==> src/rtl/counter_pkg.sv <==
// Shared constants and helpers for the counter/timer family.
// Used by modn_updown_counter and other timer blocks.
package counter_pkg;

    localparam logic DIR_UP   = 1'b1;
    localparam logic DIR_DOWN = 1'b0;

    // Width of next-state arithmetic: one guard bit above the counter width.
    function automatic int unsigned ext_width(input int unsigned width);
        return width + 1;
    endfunction

    function automatic logic [32:0] clamp_load(input logic [32:0] value,
                                               input logic [32:0] modulus);
        logic [32:0] max_val;
        max_val = modulus - 33'd1;
        return (value > max_val) ? max_val : value;
    endfunction

endpackage

==> src/rtl/modn_updown_counter_dff_bank.sv <==
// WIDTH-bit D-register bank, synchronous active-low reset to zero.
module dff_bank #(
    parameter int unsigned WIDTH = 4
) (
    input  logic             clk,
    input  logic             rst_n,
    input  logic [WIDTH-1:0] d,
    output logic [WIDTH-1:0] q
);

    always_ff @(posedge clk) begin
        if (!rst_n) q <= '0;
        else        q <= d;
    end

endmodule

==> src/rtl/modn_updown_counter.sv <==
// Modulo-N up/down counter with load, registered wrap pulse and sticky flag.
// Build option COUNTER_SATURATE_EN: saturate at the bounds instead of wrapping.
module modn_updown_counter
    import counter_pkg::*;
#(
    parameter int unsigned      WIDTH   = 4,
    parameter longint unsigned  MODULUS = 16
) (
    input  logic             clk,
    input  logic             rst_n,
    input  logic             enable,
    input  logic             up_dn,
    input  logic             load,
    input  logic [WIDTH-1:0] load_val,
    input  logic             clr_flag,
    output logic [WIDTH-1:0] count,
    output logic             wrap,
    output logic             wrap_flag,
    output logic             at_max,
    output logic             at_zero
);

    localparam int unsigned      EXT_W = ext_width(WIDTH);
    localparam logic [EXT_W-1:0] MAX_X = EXT_W'(MODULUS - 64'd1);
    localparam logic [EXT_W-1:0] ONE_X = EXT_W'(1);

    if (WIDTH < 1 || WIDTH > 32 || MODULUS < 2 || MODULUS > (64'd1 << WIDTH)) begin : g_param_check
        $fatal(1, "modn_updown_counter: illegal WIDTH/MODULUS combination");
    end

    logic [WIDTH-1:0] count_q;
    logic [WIDTH-1:0] count_d;
    logic [EXT_W-1:0] count_x;
    logic [EXT_W-1:0] next_x;
    logic             is_max;
    logic             is_zero;
    logic             wrap_d;
    logic             wrap_q;
    logic             wrap_flag_q;

    dff_bank #(
        .WIDTH (WIDTH)
    ) u_count_reg (
        .clk   (clk),
        .rst_n (rst_n),
        .d     (count_d),
        .q     (count_q)
    );

    assign count_x = EXT_W'(count_q);
    assign is_max  = (count_x == MAX_X);
    assign is_zero = (count_q == '0);

`ifdef COUNTER_SATURATE_EN
    // Set once a step past the bound has been pulsed; cleared when the count moves or reloads.
    logic sat_q;
    logic sat_d;

    always_comb begin
        next_x = count_x;
        wrap_d = 1'b0;
        sat_d  = sat_q;
        if (load) begin
            next_x = EXT_W'(clamp_load(33'(load_val), 33'(MODULUS)));
            sat_d  = 1'b0;
        end else if (enable) begin
            if ((up_dn == DIR_UP && is_max) || (up_dn == DIR_DOWN && is_zero)) begin
                wrap_d = ~sat_q;
                sat_d  = 1'b1;
            end else begin
                next_x = (up_dn == DIR_UP) ? count_x + ONE_X : count_x - ONE_X;
                sat_d  = 1'b0;
            end
        end
    end

    always_ff @(posedge clk) begin
        if (!rst_n) sat_q <= 1'b0;
        else        sat_q <= sat_d;
    end
`else
    always_comb begin
        next_x = count_x;
        wrap_d = 1'b0;
        if (load) begin
            next_x = EXT_W'(clamp_load(33'(load_val), 33'(MODULUS)));
        end else if (enable) begin
            if (up_dn == DIR_UP) begin
                if (is_max) begin
                    next_x = '0;
                    wrap_d = 1'b1;
                end else begin
                    next_x = count_x + ONE_X;
                end
            end else begin
                if (is_zero) begin
                    next_x = MAX_X;
                    wrap_d = 1'b1;
                end else begin
                    next_x = count_x - ONE_X;
                end
            end
        end
    end
`endif

    assign count_d = WIDTH'(next_x);

    // Set wins over clear when a wrap and clr_flag coincide.
    always_ff @(posedge clk) begin
        if (!rst_n) begin
            wrap_q      <= 1'b0;
            wrap_flag_q <= 1'b0;
        end else begin
            wrap_q      <= wrap_d;
            wrap_flag_q <= wrap_d | (wrap_flag_q & ~clr_flag);
        end
    end

    assign count     = count_q;
    assign wrap      = wrap_q;
    assign wrap_flag = wrap_flag_q;
    assign at_max    = is_max;
    assign at_zero   = is_zero;

endmodule
==> config.mk <==
export PLATFORM = sky130hd
export DESIGN_NAME = modn_updown_counter
export DESIGN_NICKNAME = d
export VERILOG_FILES = /design/src/rtl/counter_pkg.sv /design/src/rtl/modn_updown_counter_dff_bank.sv /design/src/rtl/modn_updown_counter.sv
export SDC_FILE = /design/constraint.sdc
export NUM_CORES = 1
export LEC_CHECK = 0
export BUFFER_PORTS_ARGS = -buffer_cell sky130_fd_sc_hd__buf_2
export CAP_MARGIN = 20
export CORE_AREA = 2 2 39 41
export CTS_BUF_LIST = sky130_fd_sc_hd__clkbuf_8 sky130_fd_sc_hd__clkbuf_16
export CTS_CLUSTER_DIAMETER = 120
export CTS_CLUSTER_SIZE = 28
export DETAILED_ROUTE_END_ITERATION = 8
export DIE_AREA = 0 0 41 43
export PLACE_DENSITY = 0.58
export SLEW_MARGIN = 30
export SYNTH_ARGS = -nofsm -noshare
export SYNTH_HDL_FRONTEND = slang
export SYNTH_SLANG_ARGS = --single-unit
==> constraint.sdc <==
create_clock -name clk -period 2 [get_ports clk]
set_input_delay 0.3 -clock clk [delete_from_list [all_inputs] [get_ports clk]]
set_output_delay 0.3 -clock clk [all_outputs]
set_load 0.02 [all_outputs]
# Yosys cells after proc, flatten, opt, wreduce, memory -nomap -nowiden
# Index checks and enable logic that the tools add are counted.
dict set report totals {
  mem_bits_rw 0
  inputBits 10
  latch_bits 0
  n_memories 0
  romBits 0
  elab_cells 21
  regBits 6
  output_inout_bits 8
}
dict set report op_classes {
  addsub 2
  n_mux 10
  shift 0
  div_mod_pow 0
  eq_ne 1
  bitwise_logic 3
  order_cmp 0
  reduce_logical 2
  mul 0
}
# op count
set op_table {}
lappend op_table {{2-to-1 mux 4 bit} 5}
lappend op_table {{2-to-1 mux 1 bit} 5}
lappend op_table {{adder 4 x 1 -> 4 bit (second input constant)} 1}
lappend op_table {{equality test 4 bit (second input constant)} 1}
lappend op_table {{zero test 4 bit} 1}
lappend op_table {{subtractor 4 x 1 -> 4 bit (second input constant)} 1}
lappend op_table {{nonzero test 2 bit} 1}
lappend op_table {{bitwise AND 1 bit} 1}
lappend op_table {{NOT 1 bit} 1}
lappend op_table {{OR 1 bit} 1}

# Logic depth before layout (Yosys ltp)
# Gate-level depths: netlist of run 1.
dict set report depth {
  ltp_word 6
  ltp_mapped 6
  mapped_depth_nobuf 6
}

# Hierarchy
# Synthesis of run 1 repeated with hierarchy kept, for this count alone.
dict set report unflattened {
  cells_unflattened 50
  hier_area_um2 447.9
}
# mod n_inst cells_per_inst area_per_inst_um2
set modules_own_cells {}
lappend modules_own_cells {modn_updown_counter 1 42 342.8}
lappend modules_own_cells {dff_bank 1 8 105.1}

# Worst setup path after synthesis of run 1
# Ideal clock, no wire load.
dict set report synth_path {
  path_type {register to register}
  start {reg u_count_reg.q[0]}
  end {reg u_count_reg.q[0]}
  t_arrival_ns 1.542
  t_required_ns 1.934
  path_stages_with_launch 6
  n_path_buf 0
  slack_ns 0.392
  setup_ns 0.066
  synth_period_minus_slack_ns 1.608
  cell_sequence {dfxtp_1 inv_1 ha_1 or4b_4 a221o_1 a21oi_2}
}
dict set report synth_via {
  elab_chain_len 5
  word_cells_on_any_way 9
  classes_between {add/sub: 2; eq/ne: 1; mux: 5; reduce/logical: 1}
}
# item line
set synth_lines {}
lappend synth_lines {{from (decl)} modn_updown_counter_dff_bank.sv:8} ;# output logic [WIDTH-1:0] q
lappend synth_lines {{from (signal assigned)} modn_updown_counter_dff_bank.sv:12} ;# if (!rst_n) q <= '0;
lappend synth_lines {{from (signal assigned)} modn_updown_counter_dff_bank.sv:13} ;# else q <= d;
lappend synth_lines {{subtractor 4 x 1 -> 4 bit, or another cell as far along} modn_updown_counter.sv:100} ;# next_x = count_x - ONE_X;
lappend synth_lines {{2-to-1 mux 4 bit, on equally long branches} {modn_updown_counter.sv:96, modn_updown_counter.sv:89}}
lappend synth_lines {{2-to-1 mux 4 bit *} modn_updown_counter.sv:88} ;# if (up_dn == DIR_UP) begin
lappend synth_lines {{2-to-1 mux 4 bit *} modn_updown_counter.sv:87} ;# end else if (enable) begin
lappend synth_lines {{2-to-1 mux 4 bit *} modn_updown_counter.sv:85} ;# if (load) begin
# Mark *: on every way between the ends. The rest lies on a longest branch, timed or not. The select of a mux whose other input is x is not followed.
# A chain may end at the register's enable or synchronous reset.

# Worst setup path in the final report of run 1
dict set report layout_path {
  start {reg u_count_reg.q[1]}
  end {out at_max}
}
dict set report layout_via {
  elab_chain_len 1
}
# item line
set layout_lines {}
lappend layout_lines {{equality test 4 bit} modn_updown_counter.sv:51} ;# assign is_max = (count_x == MAX_X);
lappend layout_lines {{to (decl)} modn_updown_counter.sv:19} ;# output logic at_max,
# Every way passes these cells.

==> results.ini, run 1 <==
[drt]
drt_pass1_iterations = 2
ant_nets = 0
dr.first_iter.drc_count = 8
viasPerCell = 5.02
route.detailed.drc = 0
num_vias = 422
wire_per_inst_um = 11.4
wirelength_um = 954

[yosys]
synth_edf_count = 0
synth_ff_type = dfxtp_1
syn_area_um2 = 422
seq_area_frac_synth = 0.285
yosys_warnings = 0
postSynth.asyncResetShare = 0
yosysMostFrequentCell = a21oi_1
synth_top_cells_by_count = 7 x a21oi_1, 6 x dfxtp_1, 6 x inv_1
syn-num-nets = 63
synthCells = 51
synth.avg_cell_area_um2 = 8.27
netlist.area_leader.share = 0.285
yosysUniqueCellTypes = 30
synth_seq_cells = 6
yosys-top-cells-area = dfxtp_1 28%, a21oi_1 8.3%, ha_1 5.9%
yosysTopAreaCell = dfxtp_1

[timing]
layout_setup_ws_ns = 0.366
tns_ns = 0
worst_pin_slew_ns = 0.327
fin_crit_ns = 1.63
fmax_mhz = 612
rsz0062_at_grt = false
slew_viol_final = 0
period_share = 0.817
clock_skew_ns = 0.000165
whs_ns = 0.339
slew_headroom = 0.782
setup_viol = 0
hold_viol = 0

[floorplan]
die_height_um = 43
ios = 18
initial_utilization = 0.305
core_area_um2 = 1380
dieArea_um2 = 1760
std_cell_rows = 14
die_w_um = 41

[critical_path]
endpoint_kind = primary output
crit_type = reg -> out
crit_fanout = 8
worst_ep_arrival_time_ns = 1.33
worstPathRequired_ns = 1.70
worstSetupStartpointType = flop

[global_route]
grt_pass1_vias = 358
track_usage = 0.117
grt_first_pass_wirelength_mm = 1.42
antenna_found_initial = 0
grt-ovfl-total = 0
grt_max_degree = 11

[layout]
num_antenna_cells = 0
layout-drive-gt1-share = 0.338
stdcell_count = 84
synthToLayoutAreaGrowth_pct = 29.7
final_nets = 82
final_util = 0.395

[power]
p_sw_mw = 0.115
seqPwrFrac = 0.353
switching_share = 0.276
combPwrFrac = 0.228
peakVddDrop_mv = 0.219
power_density_nw_per_um2 = 760
intPower_mw = 0.301
pwr-share-clk = 0.419
p_leak_nw = 0.269

[cts]
ctsResizeCount = 0
cts_sinks = 6
clk_pin_slew_ns = 0.03
cts_buffers = 3
tritoncts = built
root_buffer = clkbuf_8
htree_levels = 1
hold_buffers = 0
clockBufferDepth = 2
worstSkewPairLatency_ns = 0.21
cts_setup_buffers = 0

[placed_design]
hpwlAfterDp_um = 710
globalplace.congestion = 0.748
port_buffers = 17
dp_cells = 81
dp_slack_ns = 0.396

[status]
status = completed

[min_path]
hp-class = in -> reg

[run]
drv_cap = 0

-- routing by layer --
metal | track usage | routed length [µm] | vias up
li1 | - | - | 221
met1 | 0.154 | 431 | 193
met2 | 0.178 | 493 | 8
met3 | 0.0157 | 29 | 0
met4 | 0.0600 | 0 | 0
met5 | 0 | 0 | -
-- layout make-up --
cell class                      instances  area (µm²)
Multi-Input combinational cell         36         258
Timing Repair Buffer                   17        85.1
Sequential cell                         6         120
Inverter                                6        22.5
Clock buffer                            3        41.3
Fill cell                             150         837
Tap cell                               16        20.0
-- sequential cells by signal, indices dropped and copies added, names as in the netlist --
register / count
u_count_reg.q: 4
wrap: 1
wrap_flag: 1
-- cell families (layout without fill, tap and decap cells) --
logic type,count (synthesis),in the layout,synth area share
buffers and inverters,9,26,0.104
AO/OA/AOI/OAI,16,16,0.255
flip-flops,6,6,0.285
XOR/XNOR,2,2,0.0416
adder cells (fa/ha/maj),2,2,0.0593
multiplexers,2,2,0.0504
AND/OR/NAND/NOR,14,14,0.205
-- per-stage QoR --
stage          cell area [µm²]  power [mW]
2_1_floorplan              422       0.215
3_3_place_gp               505       0.243
3_5_place_dp               505       0.243
4_1_cts                    547       0.419
5_1_grt                    547       0.439
6_report                   547       0.416
-- placed cells by master, fill, tap and decap left out, drive strengths merged, types with 2 or more instances in the layout --
| cell | synthesis | layout |
|---|---|---|
| dfxtp | 6 | 6 |
| ha | 2 | 2 |
| nor3 | 2 | 2 |
| a21oi | 8 | 8 |
| inv | 6 | 6 |
| buf | 3 | 17 |
| clkbuf | 0 | 3 |
| nand2 | 2 | 2 |
| nor2 | 2 | 2 |
-- path summary, 6_finish.rpt --
kind / from / endpoint / slack [ns] / cells after the start
setup / recovery: u_count_reg.q[1] / at_max / 0.37 / 3
hold reg to reg: wrap_flag / wrap_flag / 0.49 / 2
hold / removal: rst_n / wrap / 0.34 / 2
setup reg to reg: u_count_reg.q[0] / u_count_reg.q[0] / 0.38 / 5
-- power by group through the flow --
stage               Combinational [mW]  Sequential [mW]  Clock [mW]
floorplan                       0.0663            0.149           0
global placement                0.0946            0.148           0
detailed placement              0.0950            0.148           0
CTS                             0.0955            0.146       0.177
global route                     0.106            0.148       0.185
finish                          0.0949            0.147       0.174
-- worst max-delay path, cell delays in order, from the launching register on --
cell,delay (ns)
dfxtp_1,0.47
ha_1,0.29
and3_1,0.19
buf_2,0.16
(Power assumes the default switching activity.)
==> run 2: changes to the inputs <==
- PLACE_DENSITY: 0.58 -> 0.6
- clock period: 2 -> 1.4 ns (I/O delays scaled with it)
==> results.ini, run 2 (synthesis results as in run 1) <==
[cts]
tritoncts = built  ; unchanged
clk_pin_slew_ns = 0.04  ; was 0.03 ns
cts_sinks = 6  ; unchanged
clockBufferDepth = 2  ; unchanged
cts_buffers = 3  ; unchanged
worstSkewPairLatency_ns = 0.22  ; was 0.21 ns
root_buffer = clkbuf_8  ; unchanged
htree_levels = 1  ; unchanged

[timing]
layout_setup_ws_ns = -0.0931  ; was 0.366 ns
slew_viol_final = 0  ; unchanged
rsz0062_at_grt = true  ; was false
slew_headroom = 0.732  ; was 0.782
worst_pin_slew_ns = 0.397  ; was 0.327 ns
tns_ns = -0.311  ; was 0 ns
fin_crit_ns = 1.49
hold_viol = 0  ; unchanged
setup_viol = 5  ; was 0
fmax_mhz = 670
period_share = 1.07
clock_skew_ns = 0.00358  ; was 0.000165 ns
whs_ns = 0.237  ; was 0.339 ns

[drt]
dr.first_iter.drc_count = 11  ; was 8
viasPerCell = 5.12  ; was 5.02
wire_per_inst_um = 12.5  ; was 11.4 µm
drt_pass1_iterations = 5  ; was 2
route.detailed.drc = 0  ; unchanged
wirelength_mm = 1.16  ; was 954 µm
ant_nets = 0  ; unchanged
num_vias = 476  ; was 422

[power]
peakVddDrop_mv = 0.688  ; was 0.219 mV
p_leak_nw = 0.317  ; was 0.269 nW
total_power_mw = 0.658  ; was 0.416 mW
power_density_nw_per_um2 = 981  ; was 760 nW/µm²

[global_route]
grt-ovfl-total = 0  ; unchanged
antenna_found_initial = 0  ; unchanged
grt_first_pass_wirelength_mm = 1.75  ; was 1.42 mm
track_usage = 0.148  ; was 0.117
grt_max_degree = 10  ; was 11
grt_pass1_vias = 441  ; was 358

[critical_path]
worstSetupStartpointType = flop  ; unchanged
worstPathRequired_ns = 1.53  ; was 1.70 ns
crit_buf_inv = 2  ; was 1
critPathTopFamily = simple AND/OR/NAND/NOR gates  ; was flip-flops
endpoint_kind = flop  ; was primary output
cp_slowest_cell = or4b_4  ; was dfxtp_1
crit_type = reg -> reg  ; was reg -> out
cp_cell_sequence = inv_4 -> ha_4 -> or4b_4 -> buf_6 -> nand2_2 -> a21oi_2 -> o22ai_1  ; was ha_1 -> and3_1 -> buf_2
cpPeakStageDelay_ns = 0.46  ; was 0.47 ns
crit_fanout = 3  ; was 8
worst_ep_arrival_time_ns = 1.63  ; was 1.33 ns

[layout]
layout-drive-gt1-share = 0.558  ; was 0.338
stdcell_count = 93  ; was 84
num_antenna_cells = 0  ; unchanged
final_cell_mix = 16 x buf_2, 9 x buf_4, 5 x a21oi_1  ; was 17 x buf_2, 7 x a21oi_1, 6 x inv_1, 6 x dfxtp_1, 3 x clkbuf_8
final_common_cell = buf_2  ; unchanged
final_nets = 91  ; was 82
regMostFlops = u_count_reg.q  ; unchanged
synthToLayoutAreaGrowth_pct = 59.1  ; was 29.7%
largest_register_ffs = 4  ; unchanged

[floorplan]
core_area_um2 = 1380  ; unchanged
ios = 18  ; unchanged
initial_utilization = 0.305  ; unchanged
dieArea_um2 = 1760  ; unchanged
std_cell_rows = 14  ; unchanged
die_height_um = 43  ; unchanged
die_w_um = 41  ; unchanged

[placed_design]
dp_slack_ns = -0.103  ; was 0.396 ns
port_buffers = 17  ; unchanged
globalplace.congestion = 0.690  ; was 0.748
hpwlAfterDp_um = 837  ; was 710 µm
dp_cells = 89  ; was 81

[status]
violations = setup timing
status = complete, but fails checks  ; was completed

[run]
drv_cap = 0  ; unchanged

[min_path]
hp-class = in -> reg  ; unchanged

-- run 2: changes by cell type in the layout (fill, tap and decap cells not counted), sizes merged --
cell,before,now
buf,17,26
-- run 2: cell type report --
class                   instances  area (µm²)
flip-flops and latches          6         130
fillers                       137         713
repair buffers                 26         159
multi-input cells              36         293
inverters                       6        27.5
clock buffers                   3        41.3
well taps                      16        20.0
-- run 2: power by group --
group	leakage (nW)	total, mW	switching, mW	internal (mW)
logic	0.244	0.207	0.109	0.0983
registers	0.0512	0.195	0.0101	0.185
clock network	0.0216	0.256	0.0713	0.184
-- run 2: repair_timing --
action / CTS / global route
resized for setup: 6 / 2
hold buffers: 0 / 0
setup endpoints to repair: 6 / 7
pin swaps: 3 / 1
setup buffers: 1 / 0
-- run 2: path summary, 6_finish.rpt --
| path | from | end | slack, ns | depth (start not counted) |
|---|---|---|---|---|
| setup reg to reg | u_count_reg.q[0] | u_count_reg.q[3] | -0.09 | 7 |
| hold / removal | rst_n | wrap | 0.24 | 2 |
| setup / recovery | u_count_reg.q[0] | u_count_reg.q[3] | -0.09 | 7 |
| hold reg to reg | wrap_flag | wrap_flag | 0.49 | 2 |
-- run 2: routing by layer --
layer	GRT usage	routed length (µm)	vias to the layer above
met1	0.167	478	217
met3	0.0785	90	0
met2	0.241	592	21
met5	0	0	-
li1	-	-	238
met4	0.0200	0	0
-- run 2: per-stage QoR --
stage | instance area (µm²) | util
5_1_grt | 671 | 0.485
6_report | 671 | 0.485
3_5_place_dp | 591 | 0.427
2_1_floorplan | 449 | -
3_3_place_gp | 591 | 0.427
4_1_cts | 664 | 0.480
-- run 2: worst reg2reg max path, cell delays in order (launching register included) --
cell and delay (ns):
dfxtp_4 0.35, inv_4 0.06, ha_4 0.12, or4b_4 0.46, buf_6 0.14, nand2_2 0.07, a21oi_2 0.04, o22ai_1 0.18
